$ cat config.mk
export PLATFORM = sky130hd
export DESIGN_NAME = sys_spi_master
export DESIGN_NICKNAME = d
export VERILOG_FILES = /design/src/rtl/sys_spi_master.sv
export SDC_FILE = /design/constraint.sdc
export NUM_CORES = 1
export LEC_CHECK = 0
export CORE_UTILIZATION = 50
export CTS_CLUSTER_DIAMETER = 40
export DETAILED_ROUTE_END_ITERATION = 8
export PLACE_DENSITY = 0.75
export SYNTH_ARGS = -nofsm -noshare
export SYNTH_HDL_FRONTEND = slang
export SYNTH_SLANG_ARGS = --single-unit
$ cat constraint.sdc
create_clock -name clk -period 2.3 [get_ports clk]
set_input_delay 0.46 -clock clk [delete_from_list [all_inputs] [get_ports clk]]
set_output_delay 0.46 -clock clk [all_outputs]
set_load 0.01 [all_outputs]
$ cat src/rtl/sys_spi_master.sv
// Byte-stream SPI master (mode 0, MSB first) for the sys command link.
// One byte per tx handshake; CS stays low across a frame until the byte flagged last completes.
module sys_spi_master #(
  parameter int CLK_DIV = 4,
  parameter int CS_GAP  = 8
) (
  input  logic       clk,
  input  logic       resetn,
  input  logic [7:0] tx_data,
  input  logic       tx_valid,
  input  logic       tx_last,
  output logic       tx_ready,
  output logic [7:0] rx_data,
  output logic       rx_valid,
  output logic       busy,
  output logic       sspi_cs,
  output logic       sspi_clk,
  output logic       sspi_mosi,
  input  logic       sspi_miso
);

  localparam int CNT_MAX = (CLK_DIV > CS_GAP) ? CLK_DIV : CS_GAP;
  localparam int CNT_W   = (CNT_MAX > 1) ? $clog2(CNT_MAX) : 1;
  localparam logic [CNT_W-1:0] DIV_END = CNT_W'(CLK_DIV - 1);
  localparam logic [CNT_W-1:0] GAP_END = CNT_W'(CS_GAP - 1);

  typedef enum logic [2:0] {
    S_IDLE, S_SETUP, S_HIGH, S_LOW, S_DONE, S_WAIT, S_HOLD, S_GAP
  } state_t;

  state_t           state_q, state_d;
  logic [CNT_W-1:0] div_q, div_d;
  logic [2:0]       bit_q;
  logic [7:0]       tx_q;
  logic [6:0]       rx_shift_q;
  logic [7:0]       rx_data_q;
  logic             last_q, cs_q, sclk_q, mosi_q, rdy_en_q;
  logic             accept, phase_end, gap_end;

  assign phase_end = (div_q == DIV_END);
  assign gap_end   = (div_q == GAP_END);
  assign accept    = tx_valid & tx_ready;

  assign rx_data   = rx_data_q;
  assign sspi_cs   = cs_q;
  assign sspi_clk  = sclk_q;
  assign sspi_mosi = mosi_q;

  always_ff @(posedge clk or negedge resetn) begin
    if (!resetn) begin
      state_q  <= S_IDLE;
      div_q    <= '0;
      rdy_en_q <= 1'b0;
    end else begin
      state_q  <= state_d;
      div_q    <= div_d;
      rdy_en_q <= 1'b1;
    end
  end

  always_comb begin
    state_d = state_q;
    case (state_q)
      S_IDLE:  if (accept)    state_d = S_SETUP;
      S_SETUP: if (phase_end) state_d = S_HIGH;
      S_HIGH:  if (phase_end) state_d = (bit_q == 3'd7) ? S_DONE : S_LOW;
      S_LOW:   if (phase_end) state_d = S_HIGH;
      S_DONE:                 state_d = last_q ? S_HOLD : S_WAIT;
      S_WAIT:  if (accept)    state_d = S_LOW;
      S_HOLD:  if (phase_end) state_d = S_GAP;
      S_GAP:   if (gap_end)   state_d = S_IDLE;
      default:                state_d = S_IDLE;
    endcase
    // Counter restarts on every state change; IDLE/WAIT ignore it.
    div_d = (state_d == state_q) ? div_q + CNT_W'(1) : '0;
  end

  always_comb begin
    tx_ready = rdy_en_q & ((state_q == S_IDLE) | (state_q == S_WAIT));
    rx_valid = (state_q == S_DONE);
    busy     = (state_q != S_IDLE);
  end

  // tx_q holds the bits still to be sent, next one in bit 7.
  always_ff @(posedge clk or negedge resetn) begin
    if (!resetn) begin
      cs_q       <= 1'b1;
      sclk_q     <= 1'b0;
      mosi_q     <= 1'b0;
      bit_q      <= 3'd0;
      tx_q       <= 8'h00;
      last_q     <= 1'b0;
      rx_shift_q <= 7'h00;
      rx_data_q  <= 8'h00;
    end else begin
      case (state_q)
        S_IDLE, S_WAIT: begin
          if (accept) begin
            cs_q   <= 1'b0;
            mosi_q <= tx_data[7];
            tx_q   <= {tx_data[6:0], 1'b0};
            last_q <= tx_last;
            bit_q  <= 3'd0;
          end
        end
        S_SETUP, S_LOW: if (phase_end) sclk_q <= 1'b1;
        S_HIGH: begin
          if (phase_end) begin
            sclk_q     <= 1'b0;
            rx_shift_q <= {rx_shift_q[5:0], sspi_miso};
            if (bit_q == 3'd7) begin
              rx_data_q <= {rx_shift_q, sspi_miso};
            end else begin
              mosi_q <= tx_q[7];
              tx_q   <= {tx_q[6:0], 1'b0};
              bit_q  <= bit_q + 3'd1;
            end
          end
        end
        S_HOLD: if (phase_end) cs_q <= 1'b1;
        default: ;
      endcase
    end
  end

endmodule
==> results of run 1 <==
-- logic make-up after synthesis --
kind of cell | Yosys count | synth area share [%]
xor+xnor | 1 | 0.499
flops | 36 | 51.4
mux | 24 | 14.8
other cells | 1 | 0.214
simple gates | 41 | 13.6
buf+inv | 18 | 5.21
compound gates | 29 | 10.6
fa+ha+maj | 5 | 3.57
-- power by group --
part           switching (W)  total [W]  internal [W]
sequential          0.000132   0.000941      0.000809
combinational       0.000384   0.000779      0.000395
clock               0.000223   0.000344      0.000120
-- layout make-up --
class	count	area [um2]	share of cell area (%)
timing repair buffer	34	323	15.1
clock inverter	3	23.8	1.11
multi-input combinational	101	766	35.8
sequential	36	903	42.3
tap	46	57.6	2.69
clock buffer	5	37.5	1.76
inverter	7	26.3	1.23
-- routing by layer --
layer	GRT usage (%)	vias to the layer above	share of wire [%]
li1	-	609	-
met3	6.93	6	4.4
met5	0	-	0
met4	7.79	0	1.8
met1	22.8	615	45
met2	30.1	25	49
-- metrics by stage --
stage | util (%) | std cells | power (W) | hold slack [ps]
2_1_floorplan | - | 155 | 0.00151 | 164
4_1_cts | 63.8 | 232 | 0.00208 | 454
3_3_place_gp | 61.9 | 224 | 0.00168 | 428
3_5_place_dp | 61.9 | 224 | 0.00173 | 437
5_1_grt | 64.0 | 232 | 0.00222 | 477
6_report | 64.0 | 232 | 0.00206 | 448
-- path summary, 6_finish.rpt --
path	end	slack (ps)	from
worst max register to register	div_q[1]	290	div_q[0]
min in group asynchronous	state_q[1]	510	resetn
worst min register to register	div_q[0]	450	div_q[0]
worst max-delay path	busy	90	state_q[1]
worst min-delay path	div_q[0]	450	div_q[0]
max in group asynchronous	sspi_cs	1450	resetn
-- worst max-delay path, stage by stage (launching register included) --
cell,delay (ps)
dfrtp_1,520
or3_1,400
clkdlybuf4s50_1,480
-- flip-flops by register name, summed over array words and instances (netlist names), 3 cells and up --
register and flops:
bit_q 3, rx_data 8, div_q 3, tx_q 7
state_q 3, rx_shift_q 7
-- what timing repair did --
action                                  4_1_cts  5_1_grt
setup buffers                                 0        0
endpoints found under the setup margin        1        1
pin swaps                                     0        0
hold buffers                                  0        0
resized for setup                             1        2
-- synthesized netlist by cell type, types with 3 or more instances --
| library cell | count | area (um2) |
|---|---|---|
| dfrtp_1 | 35 | 876 |
| mux2_2 | 16 | 180 |
| nand3_1 | 12 | 60.1 |
| mux2i_1 | 8 | 80.1 |
| o21ai_1 | 8 | 40.0 |
| inv_1 | 7 | 26.3 |
| o21ai_0 | 7 | 35.0 |
| ha_1 | 5 | 62.6 |
| nand2_1 | 5 | 18.8 |
| clkbuf_1 | 4 | 15.0 |
| nor4_1 | 4 | 25.0 |
| nand2b_1 | 3 | 18.8 |
| nor2_1 | 3 | 11.3 |
| nor3b_1 | 3 | 22.5 |
==> summary.md, run 1 <==
| Metric | Value |
|---|---|
| CTS H-tree depth | 2 |
| Crit path kind | reg2out |
| Flops & latches, synth | 36 |
| Final clock skew | 11.6 ps |
| Mean Syn Cell Area | between 10 and 15 um2 |
| Final Cell Area | 2140 um2 |
| DRC violations left | 0 |
| Setup slack at placement | 168 ps |
| Die area | around 3700 um2 |
| Number of global-route vias before repair | 1132 |
| DRT antenna net count | 0 |
| Yosys Warn Count | 0 |
| Fillers | 284 |
| Worst EP required | 1840 ps |
| Row Count | 21 |
| CTS tree | yes |
| Critical path startpoint category | register |
| Crit path max fanout | 11 |
| Clk pin slew, worst setup/hold paths | 120 ps |
| Iter 0 DRT Violations | 70 |
| Most common cell after layout, fill and taps aside | dfrtp_1 |
| Post-Route WL | 3200 um |
| Share of cells above drive strength 1 | 21.5% |
| Tcrit/Tclk final | 95.9% |
| GPL Wtd Cong | approximately 0.85 |
| Fmax | 453 MHz |
| Max-slew violations | 0 |
| Synth Net Count | about 170 |
| Endpoint type of the worst setup path | output pin |
| Area Growth Syn to Fin | 21.8% |
| Vias per inst | 5.41 |
| Post-DP Area | 2070 um2 |
| Post-Syn Area | 1750 um2 |
| HPWL Detailed | 2300 um |
| Power Density | 966 nW/um2 |
| RSZ-0062 raised after global routing | false |
| Initial antenna violation count | 0 |
| Static Leak | 1.02 nW |
| # port buffers | 26 |
| CTS Buf Count | 5 |
| Core Region | between 3000 and 4000 um2 |
| EDFF count, synth | 0 |
| WL/cell | 13.8 um |
| Maximum VDD drop | approximately 0.40 mV |
| Hold Path Stages | 1 |
| Root Driver | clkbuf_4 |
| Synth cell types | 40 |
| Commonest cells after routing, fill and taps aside | dfrtp_1, clkdlybuf4s50_1, mux2_2 |
| Total Nets Final | 203 |
| Final worst setup slack | 93.7 ps |
| Final setup viols | 0 |
| Largest net degree at the start of global routing | 37 |
| Setup TNS | 0 ps |
| Hold Crit Class | reg2reg |
| I/O Pins | 27 |
| Gr usage total | 18.7% |
| Outcome | finished clean |
| Total clock sinks | 36 |
| Period minus WS final | 2210 ps |
| Path depth of the worst reg2reg path | 6 |
| Initial Utilization | 52.6% |
| Max clock buf depth | 2 |
| TritonRoute pass-1 iters | 4 |
| Mapped Cells | 155 |
| Synth Flop Type | dfrtp_1 |
| Final Hold Vio Count | 0 |
| Antenna Diode Count | 0 |
| Clk_lat worst skew | 350 ps |
| Via Count | around 1.3k |
| Arr. time, crit path | 1750 ps |
| Sequential area share after synthesis | approximately 51% |
| Post-synth ARST share | 100% |
| Chip Width | 61.2 um |
| Grt ovf | 0 |
| First-pass GRT wire length | about 5000 um |
| Die height | 61.2 um |
| MaxCap Viol Count | 0 |
No activity file was read; power rests on OpenSTA's default activity.
==> run 2: changes to the inputs <==
==> constraint.sdc (replaced) <==
create_clock -name clk -period 2.2 [get_ports clk]
set_input_delay 0.44 -clock clk [delete_from_list [all_inputs] [get_ports clk]]
set_output_delay 0.44 -clock clk [all_outputs]
set_load 0.01 [all_outputs]
==> summary.md, run 2 (synthesis results as in run 1) <==
| Metric | Value |
|---|---|
| Endpoint type of the worst setup path | output pin |
| Final clock skew | 9.64 ps |
| Fin Hold WS | 465 ps |
| Iter 0 DRT Violations | 43 |
| GPL Wtd Cong | roughly 0.78 |
| Post-Route WL | 3310 um |
| Crit path kind | reg2out |
| Gr usage total | roughly a fifth |
| Fillers | 288 |
| DRT antenna net count | 0 |
| Hold Path Stages | 1 |
| Share of cells above drive strength 1 | between 20% and 30% |
| Hold path start | div_q[0] |
| CTS H-tree depth | 2 |
| Vias per inst | 5.43 |
| Initial antenna violation count | 0 |
| MaxCap Viol Count | 0 |
| HPWL Detailed | 2340 um |
| Worst EP required | between 1500 and 2000 ps |
| RSZ-0062 raised after global routing | false |
| Final Hold Vio Count | 0 |
| Final worst setup slack | 224 ps |
| Seq. cell area | 903 um2 |
| Number of global-route vias before repair | 1188 |
| Multi-input logic area | 761 um2 |
| Initial Utilization | 52.6% |
| Period minus WS final | 1980 ps |
| Max clock buf depth | 2 |
| Die area | 3750 um2 |
| Cell Count Post-Placement | 223 |
| Commonest cells after routing, fill and taps aside | dfrtp_1, clkdlybuf4s50_1, mux2_2 |
| Total clock sinks | 36 |
| Via Count | 1266 |
| TritonRoute pass-1 iters | 4 |
| Critical path startpoint category | register |
| # port buffers | 26 |
| Arr. time, crit path | 1540 ps |
| CTS tree | yes |
| Final setup viols | 0 |
| Setup slack at placement | 170 ps |
| Row Count | 21 |
| Die height | 61.2 um |
| DRC violations left | 0 |
| Hold Crit Class | reg2reg |
| Power Density | 1050 nW/um2 |
| R2R Path End | div_q[1] |
| Grt ovf | 0 |
| Hold Path Sink | div_q[0] |
| Max reg flops | 8 |
| Static Leak | about 1.1 nW |
| Outcome | finished clean |
| Antenna Diode Count | 0 |
| Chip Width | 61.2 um |
| Maximum VDD drop | 0.490 mV |
| Finished Layout Cells | 233 |
| Clk_lat worst skew | 340 ps |
| Area Growth Syn to Fin | 23.1% |
| Root Driver | clkbuf_4 |
| Post-layout util | roughly 65% |
| Max-slew violations | 0 |
| Worst flop-to-flop path startpoint | div_q[0] |
| Path depth of the worst reg2reg path | 6 |
| Setup TNS | 0 ps |
| CTS Buf Count | 5 |
| Crit path max fanout | 17 |
| Core Region | 3340 um2 |
| WL/cell | 14.2 um |
| R2r setup slk | between 200 and 250 ps |
| Total Nets Final | between 200 and 250 |
| Tcrit/Tclk final | 89.8% |
| Largest net degree at the start of global routing | 37 |
| Fmax | 506 MHz |
| First-pass GRT wire length | 5240 um |
| Most common cell after layout, fill and taps aside | dfrtp_1 |
| Clk pin slew, worst setup/hold paths | about 110 ps |
| I/O Pins | 27 |
-- run 2: timing repair --
item	CTS	global route
setup buffers	2	0
hold buffers	0	0
gates resized for setup	2	2
setup endpoints to repair	2	2
-- run 2: cell type report --
class                   count  area share [%]
well taps                  46            2.67
flip-flops and latches     36            41.8
clock inverters             3            1.97
inverters                   7            1.22
multi-input cells         101            35.2
clock buffers               5            1.74
repair buffers             35            15.4
-- run 2: critical path, stage by stage, from the launching register on --
cell and delay (ps):
dfrtp_1 410, buf_4 190, or3_1 310, dlygate4sd2_1 290
-- run 2: worst max-delay path by stage --
stage / from / end / slack, ps / depth (start not counted)
after floorplan: div_q[0] / rx_data[0] / 410 / 6
after global placement: tx_valid / bit_q[0] / 190 / 5
after detailed placement: tx_valid / bit_q[0] / 170 / 5
after CTS: state_q[0] / tx_ready / 10 / 3
after global routing: div_q[0] / bit_q[0] / 80 / 6
final: state_q[2] / busy / 220 / 3
-- run 2: where the power goes --
group	leakage [nW]	internal [W]	switching, W
registers	0.462	0.000846	0.000116
clock network	0.0412	0.000237	0.000219
logic	0.548	0.000421	0.000433
total	1.05	0.00150	0.000768
-- run 2: stage by stage --
stage / instance area, um2 / power [W]
3_5_place_dp: 2060 / 0.00180
3_3_place_gp: 2060 / 0.00174
6_report: 2160 / 0.00227
2_1_floorplan: 1750 / 0.00158
4_1_cts: 2150 / 0.00229
5_1_grt: 2160 / 0.00243
-- run 2: per-layer routing --
layer,wire length [um],global-route usage [%]
met5,0,0
met2,1650,31.7
met1,1480,25.0
met4,59,6.82
met3,123,6.51
==> run 3: changes to the inputs <==
--- a/config.mk
+++ b/config.mk
@@ -5,10 +5,11 @@
 export SDC_FILE = /design/constraint.sdc
 export NUM_CORES = 1
 export LEC_CHECK = 0
-export CORE_UTILIZATION = 50
+export CORE_ASPECT_RATIO = 0.8
+export CORE_UTILIZATION = 53
 export CTS_CLUSTER_DIAMETER = 40
 export DETAILED_ROUTE_END_ITERATION = 8
-export PLACE_DENSITY = 0.75
+export PLACE_DENSITY = 0.79
 export SYNTH_ARGS = -nofsm -noshare
 export SYNTH_HDL_FRONTEND = slang
 export SYNTH_SLANG_ARGS = --single-unit
==> summary.md, run 3 (synthesis results as in run 1) <==
| Metric | Value |
|---|---|
| Period minus WS final | 2130 ps |
| Postcts setup bufs | 0 |
| Largest net degree at the start of global routing | 37 |
| Via Count | 1300 |
| Crit path cell chain | or3_1 > clkdlybuf4s50_1 |
| Area Growth Syn to Fin | 22.7% |
| Hold Crit Class | reg2reg |
| Tcrit/Tclk final | 96.8% |
| CTS tree | yes |
| Max-slew violations | 0 |
| Outcome | finished clean |
| Setup TNS | 0 ps |
| Vias per inst | roughly 5.8 |
| # port buffers | 26 |
| Final setup viols | 0 |
| Crit path kind | reg2out |
| Final clock skew | 3.36 ps |
| CTS resizes | 1 |
| Top delay family on crit path | flip-flops |
| Max clock buf depth | 2 |
| Psw | 0.000773 W |
| Hold path start | div_q[0] |
| Critical path's slowest cell | dfrtp_2 |
| GPL Wtd Cong | around 0.8 |
| I/O Pins | 27 |
| CTS Buf Count | 5 |
| TritonRoute pass-1 iters | 4 |
| Die area | about 3500 um2 |
| Die height | 53.5 um |
| Static Leak | 1.01 nW |
| Total Nets Final | 202 |
| Clk pin slew, worst setup/hold paths | 70 ps |
| WL/cell | 15.3 um |
| Power Density | 1060 nW/um2 |
| Total clock sinks | 36 |
| Register share of total power | 43.6% |
| MaxCap Viol Count | 0 |
| Initial antenna violation count | 0 |
| Logic gate share of total power | a little over a third |
| DRC violations left | 0 |
| Commonest cells after routing, fill and taps aside | dfrtp_1, clkdlybuf4s50_1, mux2_2 |
| Crit path from | state_q[1] |
| Number of global-route vias before repair | 1258 |
| CTS H-tree depth | 2 |
| RSZ-0062 raised after global routing | false |
| Critical path startpoint category | register |
| Gr usage total | 22.2% |
| Cell internal pwr | 0.00151 W |
| Maximum VDD drop | 0.494 mV |
| Core Region | 3130 um2 |
| Antenna Diode Count | 0 |
| Most common cell after layout, fill and taps aside | dfrtp_1 |
| Post-layout util | 68.7% |
| Row Count | 18 |
| Chip Width | 66.3 um |
| Initial Utilization | between 50% and 60% |
| Share of cells above drive strength 1 | around a fifth |
| Worst flop-to-flop path startpoint | div_q[0] |
| Endpoint type of the worst setup path | output pin |
| Iter 0 DRT Violations | 83 |
| Final Hold Vio Count | 0 |
| Max reg flops | 8 |
| Combined buffer and inverter count along the critical path | 1 |
| Sw Ratio | 33.9% |
| Crit path max fanout | 19 |
| First-pass GRT wire length | about 5700 um |
| DRT antenna net count | 0 |
| Fmax | 470 MHz |
| Slowest stage delay, CP | 520 ps |
| Post-Route WL | 3440 um |
| Hold-fix buffers at CTS | 0 |
| Clk_lat worst skew | 280 ps |
| Clk pwr share | roughly a fifth |
| HPWL Detailed | 2390 um |
| Arr. time, crit path | 1690 ps |
| Worst EP required | ~1800 ps |
| Root Driver | clkbuf_8 |
| Grt ovf | 0 |
-- run 3: cell count changes in the layout (fill, tap and decap cells not counted), sizes merged --
cell           change
buf                -2
clkinv             -1
clkdlybuf4s50      +3
bufinv             -1
clkbuf             +2
dlygate4sd2        -1
dlymetal6s2s       -2
-- run 3: worst paths after layout --
check | depth (start not counted) | slack (ps) | endpoint
setup reg to reg | 6 | 210 | div_q[0]
max in group asynchronous | 2 | 1290 | state_q[1]
setup / recovery | 2 | 70 | busy
hold / removal | 1 | 460 | div_q[0]
hold reg to reg | 1 | 460 | div_q[0]
min in group asynchronous | 2 | 580 | sspi_clk
-- run 3: cell type report --
type / count / area (um2)
multi-input cells: 101 / 766
clock inverters: 1 / 7.51
inverters: 7 / 26.3
fillers: 229 / 978
well taps: 40 / 50.0
repair buffers: 33 / 313
flip-flops and latches: 36 / 903
clock buffers: 7 / 86.3
-- run 3: per-stage QoR --
stage	area [um2]	cells	hold slack [ps]	total power [W]	setup slack, ps
floorplan	1750	155	144	0.00158	413
global placement	2050	217	428	0.00174	182
detailed placement	2050	217	461	0.00180	125
CTS	2150	225	471	0.00228	46.5
global route	2150	225	496	0.00243	29.6
finish	2150	225	461	0.00228	70.3
-- run 3: worst register-to-register path, cell delays in order (launching register included) --
cell	delay (ps)
dfrtp_1	390
ha_1	220
ha_1	220
a21bo_2	230
a22o_1	270
o31ai_1	410
nor4_1	110
-- run 3: power by group through the flow --
| stage | Combinational, W | Sequential [W] | Clock (W) |
|---|---|---|---|
| after floorplan | 0.000644 | 0.000940 | 0 |
| after global placement | 0.000756 | 0.000983 | 0 |
| after detailed placement | 0.000801 | 0.000998 | 0 |
| after CTS | 0.000805 | 0.000990 | 0.000487 |
| after global routing | 0.000900 | 0.00102 | 0.000516 |
| final | 0.000805 | 0.000995 | 0.000479 |
-- run 3: metal layers --
layer / GRT usage (%) / share of wire, % / vias up
met1: 27.1 / 44 / 649
met2: 38.3 / 50 / 39
met5: 0 / 0 / -
met4: 7.45 / 1.0 / 0
li1: - / - / 608
met3: 5.60 / 4.8 / 4
